`src/rtl/svf_window_ctrl.sv`:
```
// Measurement-window controller for the SVF accumulator: sequences warm-up and
// measurement windows via spu_clear_o and buffers per-window totals in a FWFT FIFO.
//
// state   | meaning
// IDLE    | no run; spu held clear
// WARMUP  | spu held clear for max(warmup_len,1) cycles
// MEASURE | spu accumulates for window_len cycles
// CAPTURE | push spu total + window index; spu cleared for one cycle
module svf_window_ctrl #(
  parameter int SVF_W      = 20,
  parameter int CNT_W      = 16,
  parameter int FIFO_DEPTH = 4
) (
  input  logic             clk,
  input  logic             reset,
  input  logic             start_i,
  input  logic             stop_i,
  input  logic [CNT_W-1:0] warmup_len_i,
  input  logic [CNT_W-1:0] window_len_i,
  input  logic [7:0]       num_windows_i,
  input  logic [SVF_W-1:0] spu_total_svf_i,
  output logic             spu_clear_o,
  output logic             sample_valid_o,
  output logic [SVF_W-1:0] sample_data_o,
  output logic [7:0]       sample_idx_o,
  input  logic             sample_ready_i,
  output logic             busy_o,
  output logic             overflow_o,
  output logic [7:0]       dropped_cnt_o
);

  localparam int PTR_W = $clog2(FIFO_DEPTH);
  localparam logic [PTR_W:0] DEPTH_C = (PTR_W+1)'(FIFO_DEPTH);

  typedef enum logic [1:0] {IDLE, WARMUP, MEASURE, CAPTURE} state_t;

  state_t           state, next_state;
  logic [CNT_W-1:0] cnt;
  logic [CNT_W-1:0] window_len_q;
  logic [7:0]       num_windows_q;
  logic [7:0]       idx_q;
  logic             start_ok;
  logic             cnt_tc;
  logic             last_window;
  logic             push;

  assign start_ok    = (state == IDLE) && start_i && !stop_i;
  assign cnt_tc      = (cnt == CNT_W'(1));
  assign last_window = (num_windows_q != 8'd0) && (idx_q == num_windows_q - 8'd1);

  always_ff @(posedge clk) begin
    if (reset) state <= IDLE;
    else       state <= next_state;
  end

  always_comb begin
    next_state = state;
    case (state)
      IDLE:    if (start_ok) next_state = WARMUP;
      WARMUP:  if (stop_i) next_state = IDLE;
               else if (cnt_tc) next_state = MEASURE;
      MEASURE: if (stop_i) next_state = IDLE;
               else if (cnt_tc) next_state = CAPTURE;
      CAPTURE: if (stop_i || last_window) next_state = IDLE;
               else next_state = MEASURE;
      default: next_state = IDLE;
    endcase
  end

  always_comb begin
    busy_o = (state != IDLE);
    push   = (state == CAPTURE);
  end

  // Clear is registered from next_state so spu sees it aligned with the state it describes.
  always_ff @(posedge clk) begin
    if (reset) spu_clear_o <= 1'b1;
    else       spu_clear_o <= (next_state != MEASURE);
  end

  always_ff @(posedge clk) begin
    if (reset) begin
      cnt           <= '0;
      window_len_q  <= CNT_W'(1);
      num_windows_q <= 8'd0;
      idx_q         <= 8'd0;
    end else if (start_ok) begin
      cnt           <= (warmup_len_i == '0) ? CNT_W'(1) : warmup_len_i;
      window_len_q  <= (window_len_i == '0) ? CNT_W'(1) : window_len_i;
      num_windows_q <= num_windows_i;
      idx_q         <= 8'd0;
    end else begin
      case (state)
        WARMUP:  cnt <= cnt_tc ? window_len_q : cnt - CNT_W'(1);
        MEASURE: cnt <= cnt - CNT_W'(1);
        CAPTURE: begin
          cnt   <= window_len_q;
          idx_q <= idx_q + 8'd1;
        end
        default: cnt <= cnt;
      endcase
    end
  end

  logic [SVF_W+7:0] mem [FIFO_DEPTH];
  logic [PTR_W-1:0] wr_ptr, rd_ptr;
  logic [PTR_W:0]   count;
  logic             pop, full, accept, drop;

  assign pop    = (count != '0) && sample_ready_i;
  assign full   = (count == DEPTH_C);
  assign accept = push && (!full || pop);
  assign drop   = push && full && !pop;

  always_ff @(posedge clk) begin
    if (reset) begin
      for (int i = 0; i < FIFO_DEPTH; i++) mem[i] <= '0;
      wr_ptr <= '0;
      rd_ptr <= '0;
      count  <= '0;
    end else begin
      if (accept) begin
        mem[wr_ptr] <= {idx_q, spu_total_svf_i};
        wr_ptr      <= wr_ptr + PTR_W'(1);
      end
      if (pop) rd_ptr <= rd_ptr + PTR_W'(1);
      case ({accept, pop})
        2'b10:   count <= count + (PTR_W+1)'(1);
        2'b01:   count <= count - (PTR_W+1)'(1);
        default: count <= count;
      endcase
    end
  end

  assign sample_valid_o = (count != '0);
  assign sample_data_o  = mem[rd_ptr][SVF_W-1:0];
  assign sample_idx_o   = mem[rd_ptr][SVF_W+7:SVF_W];

  always_ff @(posedge clk) begin
    if (reset || start_ok) begin
      overflow_o    <= 1'b0;
      dropped_cnt_o <= 8'd0;
    end else if (drop) begin
      overflow_o <= 1'b1;
      if (dropped_cnt_o != 8'hFF) dropped_cnt_o <= dropped_cnt_o + 8'd1;
    end
  end

endmodule

```
`config.mk`:
```
export PLATFORM = sky130hd
export DESIGN_NAME = svf_window_ctrl
export DESIGN_NICKNAME = d
export VERILOG_FILES = /design/src/rtl/svf_window_ctrl.sv
export SDC_FILE = /design/constraint.sdc
export NUM_CORES = 1
export LEC_CHECK = 0
export ABC_CLOCK_PERIOD_IN_PS = 2400
export BUFFER_PORTS_ARGS = -buffer_cell sky130_fd_sc_hd__buf_2
export CAP_MARGIN = 10
export CORE_UTILIZATION = 52
export CTS_CLUSTER_DIAMETER = 30
export CTS_CLUSTER_SIZE = 30
export DETAILED_ROUTE_END_ITERATION = 10
export HOLD_SLACK_MARGIN = 0.15
export PLACE_DENSITY = 0.76
export SLEW_MARGIN = 20
export SYNTH_ARGS = -nofsm -noshare
export SYNTH_HDL_FRONTEND = slang
export SYNTH_SLANG_ARGS = --single-unit
```
`constraint.sdc`:
```
create_clock -name clk -period 2.4 [get_ports clk]
set_input_delay 0.12 -clock clk [delete_from_list [all_inputs] [get_ports clk]]
set_output_delay 0.12 -clock clk [all_outputs]
set_load 0.01 [all_outputs]
```
Word level (Yosys, flattened, before mapping)
Memory sizes are Yosys's and may differ from the RTL's. A register that Yosys moved wholly into a read port is not among the register bits.
Cells that the tools add are included.
- $add $sub $neg: 8
- equality and inequality tests: 10
- multiplexer cells: 23
- reductions and logical operators: 24
- operators with widths (cell ; number):
    $mux 16 ; 4
    $pmux 16 s3 ; 1
    $logic_not 16->1 ; 2
    $mux 28 ; 1
    $reduce_or 28->1 ; 1
    $mux 2 ; 9
    $add 8x1->8 const B ; 2
    $eq 16x1->1 const B ; 1
    $sub 16x1->16 const B ; 1
    $eq 8x8->1 ; 1
    $ne 8x8->1 const B ; 1
    $pmux 2 s4 ; 1
    $reduce_bool 8->1 ; 1
    $sub 8x1->8 const B ; 1
    $logic_and 1x1->1 ; 7
    $eq 2x2->1 const B ; 3
    $mux 1 ; 6
    $pmux 3 s2 ; 1
    $add 2x1->2 const B ; 2
    $eq 2x1->1 const B ; 2
    $reduce_bool 2->1 ; 2
    $reduce_bool 4->1 ; 1
    $add 3x1->3 const B ; 1
    $eq 3x3->1 const B ; 1
    8 further kinds ; 12
- bits in registers: 67
- memory bits (writable): 112
- output and inout bits: 40
- logic and storage cells: 77
- memories kept: 1
- memories (memory ; depth ; width ; read ports ; clocked after memory_dff ; wr ports ; RTL line ; text):
    mem ; 4 ; 28 ; 1 ; 1 ; 4 ; 105 ; logic [SVF_W+7:0] mem [FIFO_DEPTH];

Logic depth before layout (Yosys ltp)
Gate-level depths: netlist of run 1.
- depth in word-level cells: 9
- depth in mapped cells: 9
- mapped depth without buffers: 8

Worst setup path after synthesis of run 1
OpenSTA, ideal clock, no wires.
- path kind: register to register
- from: register state[0]
- to: memory mem[1][0] (netlist name), enable pin
- setup time: 384 ps
- arrival: 2032 ps
- required time: 2016 ps
- slack: -15 ps
- cell stages (with the launch flop): 7
- clock period less this slack: 2415 ps
- cell sequence: dfxtp_1 -> ha_1 -> buf_2 -> inv_2 -> nor3_2 -> clkbuf_1 -> a21o_1
- RTL lines (element ; RTL line ; text):
    start, declared ; 37 ; state_t state, next_state;
    start signal, assigned ; 53 ; else state <= next_state;
    end, declared ; 105 ;

Worst setup path in the final report of run 1
- from: register cnt[1]
- to: register cnt[5]
- word-level cells in the longest chain between the ends: 4
- RTL lines (element ; RTL line ; text):
    start, declared ; 38 ; logic [CNT_W-1:0] cnt;
    start signal, assigned ; 88 ; cnt <= (warmup_len_i == '0) ? CNT_W'(1) : warmup_len_i;
    start signal, assigned ; 94 ; WARMUP: cnt <= cnt_tc ? window_len_q : cnt - CNT_W'(1);
    start signal, assigned ; 95 ; MEASURE: cnt <= cnt - CNT_W'(1);
    $sub 16x1->16 or $eq 16x1->1 (tied branches) ; 94, 95, 48 ;
    $mux 16 ; 94 ;
    $pmux 16 s3 (*) ; 93 ; case (state)
    $mux 16 (*) ; 87 ; end else if (start_ok) begin
Every way passes the cells marked *; elsewhere a longest branch is shown, timed or not.
A chain may end at the register's enable or synchronous reset.

==> results.py, run 1 <==
metrics = {
    "yosys": {
        "synth_area_leaders": "edfxtp_1, dfxtp_1, mux4_2",
        "synth_seq_cells": 181,
        "synth_ff_type": "edfxtp_1",
        "syn_nets": 835,
        "synth_top_area_cell": "edfxtp_1",
        "synth_area_um2": 8396,
        "async_flop_share": 0,
        "yosysWarnings": 0,
        "synth_top_area_frac": 0.4006,
        "avgSynthCellArea_um2": 11.08,
        "synth.distinct_cells": 66,
        "postSynthCellCount": 758,
        "synth_edf_count": 112,
        "yosysSeqAreaShare": 0.5651,
    },
    "power": {
        "power_density_nw_per_um2": 738.9,
        "ir_drop_mv": 0.5534,
        "p_total_mw": 7.757,
        "p_leak_nw": 4.161,
    },
    "setup_path": {
        "max_stage_delay_ns": 0.50,
        "reg2reg_depth": 8,
        "crit_arrival_ns": 2.56,
        "reg2reg_from": "cnt[1]$_SDFFE_PP0P_",
        "cp_top_family": "simple AND/OR/NAND/NOR gates",
        "cp_slowest_cell": "or4b_4",
        "cp_cell_sequence": "inv_1 > ha_1 > or4b_4 > or2_4 > o22a_1 > buf_4 > a221oi_1 > nor4_1",
        "startpoint_type": "register",
        "cp.buffers_inverters": 2,
        "rrSetupSlack_ns": 0.15,
        "critPathKind": "reg -> reg",
        "crit_path_end_kind": "register",
        "critPathMaxFanout": 5,
        "r2r_end": "cnt[5]$_SDFFE_PP0P_",
        "crit_required_ns": 2.71,
    },
    "cts": {
        "cts_max_level": 4,
        "cts_tree": "yes",
        "numCtsBuffers": 17,
        "clk_latency_ns": 0.44,
        "cts_setup_buffers": 0,
        "cts.sinks": 181,
        "root_buffer": "clkbuf_16",
        "clk_pin_slew_ns": 0.07,
        "clockBufferDepth": 2,
    },
    "detailed_routing": {
        "wl_met1_um": 8388,
        "wl_met2_um": 9606,
        "top_layer": "met4",
        "totalWireLength_um": 19210,
        "viasPerCell": 5.533,
        "wl_per_cell_um": 16.65,
        "drtPass1Iterations": 5,
        "drt_iter0_drc": 600,
        "wl_met3_um": 908,
        "drc": 0,
        "ant_nets": 0,
        "num_vias": 6385,
    },
    "floorplanning": {
        "ios": 105,
        "start_util": 0.5304,
        "core.rowCount": 46,
        "core_region_area_um2": 15830,
        "fp.dieH_um": 129.1,
        "die_w_um": 129.1,
        "dieArea_um2": 16660,
    },
    "global_routing": {
        "grt_pass1_wl_um": 31040,
        "grt_usage": 0.2440,
        "antenna_found_initial": 0,
        "grt_max_degree": 44,
        "overflow": 0,
        "grt_pass1_vias": 6282,
    },
    "sta": {
        "tightest_slew_ns": 0.6483,
        "slew_headroom": 0.5659,
        "fmaxAchievable_mhz": 444.7,
        "setup_violations": 0,
        "hold_viol": 0,
        "rsz0062_at_grt": "no",
        "final.setup.tns_ns": 0,
        "drv_slew": 0,
        "post-route-min-period_ns": 2.249,
        "skew_ns": 0.008161,
        "fin_crit_sh": 0.9369,
        "worst_slack_ns": 0.1515,
    },
    "placement": {
        "post-place-ws_ns": 0.1312,
        "routabilityCongestion": 0.9040,
        "port_buffers": 104,
        "dp_hpwl_um": 12060,
        "post-place-cells": 1062,
    },
    "run_status": {
        "status": "finished clean",
    },
    "final_layout": {
        "finalNonFillerCells": 1154,
        "antennaDiodeCount": 0,
        "drive_gt1_frac": 0.2228,
        "finalNetCount": 1002,
        "area.growth.synth_to_final_pct": 25.04,
    },
    "worst_hold_path": {
        "hold_depth": 3,
        "min-delay-start": "reset",
        "hold_class": "in -> reg",
    },
    "job": {
        "maxCapViolCount": 0,
    },
}
[cell type report]
| cell class | instances | area, um^2 |
|---|---|---|
| clock inverter | 15 | 181.4 |
| tap | 216 | 270.3 |
| inverter | 33 | 123.9 |
| timing repair buffer | 193 | 1376 |
| multi-input combinational | 499 | 3374 |
| fill | 1173 | 5330 |
| sequential | 181 | 4746 |
| clock buffer | 17 | 425.4 |
[report_power, final]
part           switching [mW]  internal (mW)
logic                   0.723          0.658
clock network            1.33           1.50
registers               0.111           3.44
total                    2.16           5.60
[cells in the mapped netlist (all sizes together), types with 2 or more instances]
library cell  instances
edfxtp              112
nor2                 95
nand2                90
dfxtp                69
a21oi                39
clkbuf               37
and2                 35
inv                  33
mux4                 28
nor4                 19
nor3                 18
o21ai                18
and3                 17
xnor2                17
xor2                 17
nand3                12
a221oi               11
ha                   11
buf                   8
a31oi                 5
nand4                 5
o211ai                5
or2                   4
or3                   4
a2111oi               3
a32oi                 3
nand2b                3
nor2b                 3
nor3b                 3
o22ai                 3
a21o                  2
and4                  2
mux2i                 2
o22a                  2
or4                   2
[repair_timing]
item,CTS,global route
hold buffers,60,0
endpoints found under the hold margin,123,0
setup endpoints to repair,0,2
resized for setup,0,1
[worst max path at each step]
stage | startpoint | to | slack [ns] | cells past startpoint
4_1_cts | cnt[1]$_SDFFE_PP0P_ | cnt[12]$_SDFFE_PP0P_ | 0.13 | 8
3_5_place_dp | cnt[1]$_SDFFE_PP0P_ | cnt[14]$_SDFFE_PP0P_ | 0.13 | 8
6_report | cnt[1]$_SDFFE_PP0P_ | cnt[5]$_SDFFE_PP0P_ | 0.15 | 8
5_1_grt | cnt[4]$_SDFFE_PP0P_ | cnt[14]$_SDFFE_PP0P_ | 0.01 | 6
2_1_floorplan | state[0]$_SDFF_PP0_ | mem[0][0]$_SDFFCE_PN0P_ | 0.14 | 7
3_3_place_gp | cnt[1]$_SDFFE_PP0P_ | cnt[12]$_SDFFE_PP0P_ | 0.18 | 8
[sequential cells by signal, indices dropped and copies added, names as in the netlist, named ones only]
| name | flops |
|---|---|
| cnt | 16 |
| count | 3 |
| dropped_cnt_o | 8 |
| idx_q | 8 |
| mem | 112 |
| num_windows_q | 8 |
| overflow_o | 1 |
| rd_ptr | 2 |
| spu_clear_o | 1 |
| state | 2 |
| window_len_q | 16 |
| wr_ptr | 2 |
[cells in the final DEF, fill, tap and decap left out, types with 12 or more instances in the layout]
| master | count |
|---|---|
| buf_2 | 104 |
| clkbuf_16 | 17 |
| nor4_1 | 18 |
| buf_4 | 26 |
| xor2_1 | 17 |
| nor3_1 | 17 |
| mux4_2 | 28 |
| dlygate4sd3_1 | 60 |
| xnor2_1 | 17 |
| edfxtp_1 | 112 |
| nor2_1 | 95 |
| and2_1 | 35 |
| o21ai_0 | 17 |
| nand2_1 | 90 |
| a21oi_1 | 39 |
| and3_1 | 17 |
| inv_1 | 32 |
| dfxtp_1 | 68 |
| nand3_1 | 12 |
[per-stage QoR]
stage,cell area (um^2),hold WS (ns),util
after floorplan,8399,0.2560,-
after global placement,9283,0.3629,0.5865
after detailed placement,9283,0.3659,0.5865
after CTS,10490,0.1619,0.6628
after global routing,10500,0.1843,0.6632
final,10500,0.1833,0.6632
[layer usage]
metal / global-route usage / up-vias
li1: - / 3066
met1: 0.3084 / 3083
met2: 0.4203 / 210
met3: 0.04377 / 26
met4: 0.09135 / 0
met5: 0 / -
[cell families (layout without fill, tap and decap cells)]
group                    after synthesis  in the layout  share of synthesized area
adder cells (fa/ha/maj)               12             12                    0.01878
flip-flops                           181            181                     0.5651
multiplexers                          30             30                    0.07750
buffers and inverters                 78            258                    0.03562
AO/OA/AOI/OAI                        106            106                    0.08436
XOR/XNOR                              34             34                    0.03547
AND/OR/NAND/NOR                      317            317                     0.1832
[worst reg2reg max path: stages, from the launching register on]
cell	delay, ns
dfxtp_1	0.34
inv_1	0.10
ha_1	0.14
or4b_4	0.50
or2_4	0.28
o22a_1	0.24
buf_4	0.18
a221oi_1	0.26
nor4_1	0.09
Power figures use the tool's default switching activity.
==> run 2: changes to the inputs <==
--- a/config.mk
+++ b/config.mk
@@ -5,15 +5,16 @@
 export SDC_FILE = /design/constraint.sdc
 export NUM_CORES = 1
 export LEC_CHECK = 0
+export ABC_AREA = 1
 export ABC_CLOCK_PERIOD_IN_PS = 2400
 export BUFFER_PORTS_ARGS = -buffer_cell sky130_fd_sc_hd__buf_2
 export CAP_MARGIN = 10
-export CORE_UTILIZATION = 52
+export CORE_UTILIZATION = 53
 export CTS_CLUSTER_DIAMETER = 30
 export CTS_CLUSTER_SIZE = 30
 export DETAILED_ROUTE_END_ITERATION = 10
 export HOLD_SLACK_MARGIN = 0.15
-export PLACE_DENSITY = 0.76
+export PLACE_DENSITY = 0.77
 export SLEW_MARGIN = 20
 export SYNTH_ARGS = -nofsm -noshare
 export SYNTH_HDL_FRONTEND = slang
==> run 2 against run 1 <==
Against the previous run:
- setup slack better by 0.12 ns
- utilization up 0.14 points
- clock power down 8.2%
- combinational power up 17%
- maximum frequency up 5.5%
- via count up 14%
- clock skew up 0.0015 ns
- final area up 0.57%
- non-clock buffer count down 6
- largest power group unchanged
- highest routed layer unchanged
==> results.py, run 2 <==
metrics = {
    "run_status": {
        "status": "finished clean",
    },
    "yosys": {
        "async_flop_share": 0,
        "syn_nets": 1061,
        "post-synth-top-count-cell": "nor2_1",
        "synth_top_area_frac": 0.3894,
        "synth_edf_count": 112,
        "synth_top_area_cell": "edfxtp_1",
        "postSynthCellCount": 984,
        "yosysSeqAreaShare": 0.5493,
        "synth_area_leaders": "edfxtp_1, dfxtp_1, nor2_1",
        "synth_area_um2": 8637,
        "synth_seq_cells": 181,
        "synth_ff_type": "edfxtp_1",
        "avgSynthCellArea_um2": 8.777,
        "yosys-top-cells-count": "nor2_1, nand2_1, edfxtp_1",
        "synth.distinct_cells": 46,
        "yosysWarnings": 0,
    },
    "detailed_routing": {
        "ant_nets": 0,
        "drt_iter0_drc": 478,
        "wl_per_cell_um": 15.14,
        "drtPass1Iterations": 5,
        "viasPerCell": 5.306,
        "drc": 0,
        "num_vias": 7291,
        "totalWireLength_um": 20800,
    },
    "final_layout": {
        "layout_common_cells": "nor2_1, nand2_1, edfxtp_1, buf_2, inv_1",
        "antennaDiodeCount": 0,
        "biggestRegsByFlops": "mem: 112 flops, cnt: 16 flops, window_len_q: 16 flops",
        "final_common_cell": "nor2_1",
        "largest_register_ffs": 112,
        "largest_register": "mem",
        "area.growth.synth_to_final_pct": 22.24,
        "finalNetCount": 1223,
        "fin_area_um2": 10560,
        "drive_gt1_frac": 0.1675,
        "final_util": 0.6646,
    },
    "setup_path": {
        "critPathMaxFanout": 26,
        "critPathMostFrequentCell": "inv_1",
        "cp_top_family": "simple AND/OR/NAND/NOR gates",
        "r2r_end": "cnt[14]$_SDFFE_PP0P_",
        "reg2reg_depth": 9,
        "cp.buffers_inverters": 4,
        "rrSetupSlack_ns": 0.27,
        "crit_arrival_ns": 2.45,
        "cp_cell_sequence": "inv_1 > ha_1 > inv_1 > nor3_4 > inv_2 > nand2_2 > inv_1 > nor3_1 > nor2_1",
        "max_stage_delay_ns": 0.37,
        "cp_slowest_cell": "nand2_2",
        "reg2reg_from": "state[0]$_SDFF_PP0_",
        "crit_required_ns": 2.72,
        "startpoint_type": "register",
        "crit_path_end_kind": "register",
        "critPathKind": "reg -> reg",
    },
    "sta": {
        "skew_ns": 0.009654,
        "fin_crit_sh": 0.8884,
        "hold_viol": 0,
        "rsz0062_at_grt": "no",
        "setup_violations": 0,
        "slew_headroom": 0.6729,
        "tightest_slew_ns": 0.4902,
        "post-route-min-period_ns": 2.132,
        "final.setup.tns_ns": 0,
        "fmaxAchievable_mhz": 469.0,
        "drv_slew": 0,
    },
    "worst_hold_path": {
        "hold_end": "cnt[2]$_SDFFE_PP0P_",
        "min-delay-start": "warmup_len_i[2]",
        "hold_depth": 5,
        "hold_class": "in -> reg",
    },
    "global_routing": {
        "antenna_found_initial": 0,
        "grt_pass1_wl_um": 33020,
        "overflow": 0,
        "grt_usage": 0.2559,
        "grt_pass1_vias": 6982,
        "grt_max_degree": 37,
    },
    "job": {
        "maxCapViolCount": 0,
    },
    "cts": {
        "cts_max_level": 4,
        "cts_setup_buffers": 0,
        "cts.sinks": 181,
        "clockBufferDepth": 2,
        "numCtsBuffers": 17,
        "cts_tree": "yes",
        "root_buffer": "clkbuf_16",
        "clk_latency_ns": 0.43,
        "clk_pin_slew_ns": 0.07,
    },
    "floorplanning": {
        "ios": 105,
        "fp.dieH_um": 129.7,
        "die_w_um": 129.7,
        "core.rowCount": 46,
        "dieArea_um2": 16810,
        "core_region_area_um2": 15890,
        "start_util": 0.5437,
    },
    "placement": {
        "dp_hpwl_um": 13030,
        "port_buffers": 104,
        "postPlaceCellArea_um2": 9417,
        "routabilityCongestion": 0.9744,
    },
    "power": {
        "p_total_mw": 7.745,
        "power_density_nw_per_um2": 733.6,
        "p_leak_nw": 4.257,
        "ir_drop_mv": 0.5496,
    },
}
## run 2: cell types whose count changed after synthesis, moves of 11 or more
| cell | before | now |
|---|---|---|
| nor2_1 | 95 | 215 |
| o21ai_0 | 17 | 99 |
| and3_1 | 17 | 0 |
| nor2_2 | 0 | 14 |
| inv_1 | 32 | 102 |
| a221oi_1 | 11 | 0 |
| and2_1 | 35 | 1 |
| mux4_2 | 28 | 0 |
| o22ai_1 | 2 | 28 |
| nand3_1 | 12 | 30 |
| nand2_1 | 90 | 126 |
| nor4_1 | 18 | 6 |
## run 2: timing repair
action / in CTS / in global routing
endpoints found under the hold margin: 81 / 0
hold buffers: 60 / 0
setup endpoints to repair: 0 / 28
resized for setup: 0 / 1
## run 2: per-stage QoR
step,hold WS [ns],instances,worst slack (ns)
after floorplan,0.2327,984,0.06953
after global placement,0.3269,1283,0.2352
after detailed placement,0.3292,1283,0.1636
after CTS,0.1513,1374,0.1433
after global routing,0.2082,1374,0.06713
final,0.1689,1374,0.2677
## run 2: worst max-delay path by stage
stage                     startpoint                        to  slack (ns)  cells past startpoint
2_1_floorplan  count[0]$_SDFFE_PP0P_   mem[0][0]$_SDFFCE_PN0P_        0.07                     12
3_3_place_gp     state[0]$_SDFF_PP0_  mem[0][22]$_SDFFCE_PN0P_        0.24                      8
3_5_place_dp     state[0]$_SDFF_PP0_   mem[0][3]$_SDFFCE_PN0P_        0.16                      8
4_1_cts          state[0]$_SDFF_PP0_  mem[0][17]$_SDFFCE_PN0P_        0.14                      8
5_1_grt          state[0]$_SDFF_PP0_      cnt[14]$_SDFFE_PP0P_        0.07                      9
6_report         state[0]$_SDFF_PP0_      cnt[14]$_SDFFE_PP0P_        0.27                      9
## run 2: logic make-up after synthesis
family / synth area share
AND/OR/NAND/NOR: 0.2187
AO/OA/AOI/OAI: 0.1226
flip-flops: 0.5493
buffers and inverters: 0.07084
XOR/XNOR: 0.02028
adder cells (fa/ha/maj): 0.01825
## run 2: power by group
group          internal (mW)  switching [mW]  leakage [nW]
logic                  0.619           0.986          2.29
clock network           1.42            1.16         0.255
registers               3.44           0.109          1.71
## run 2: cell type report
type / instances / area [um^2]
Tap cell: 216 / 270.3
Inverter: 105 / 396.6
Fill cell: 1257 / 5328
Clock buffer: 19 / 432.9
Timing Repair Buffer: 187 / 1306
Sequential cell: 181 / 4746
Clock inverter: 12 / 105.1
Multi-Input combinational cell: 654 / 3301
## run 2: metal layers
layer / share of wire / track usage
met1: 0.43 / 0.3114
met3: 0.057 / 0.04872
met5: 0 / 0
met2: 0.49 / 0.4492
met4: 0.024 / 0.09850
## run 2: worst min-delay path, stage by stage
cell and delay (ns):
buf_2 0.09, o21ai_0 0.11, a21oi_1 0.14, nand2_1 0.06, inv_1 0.04
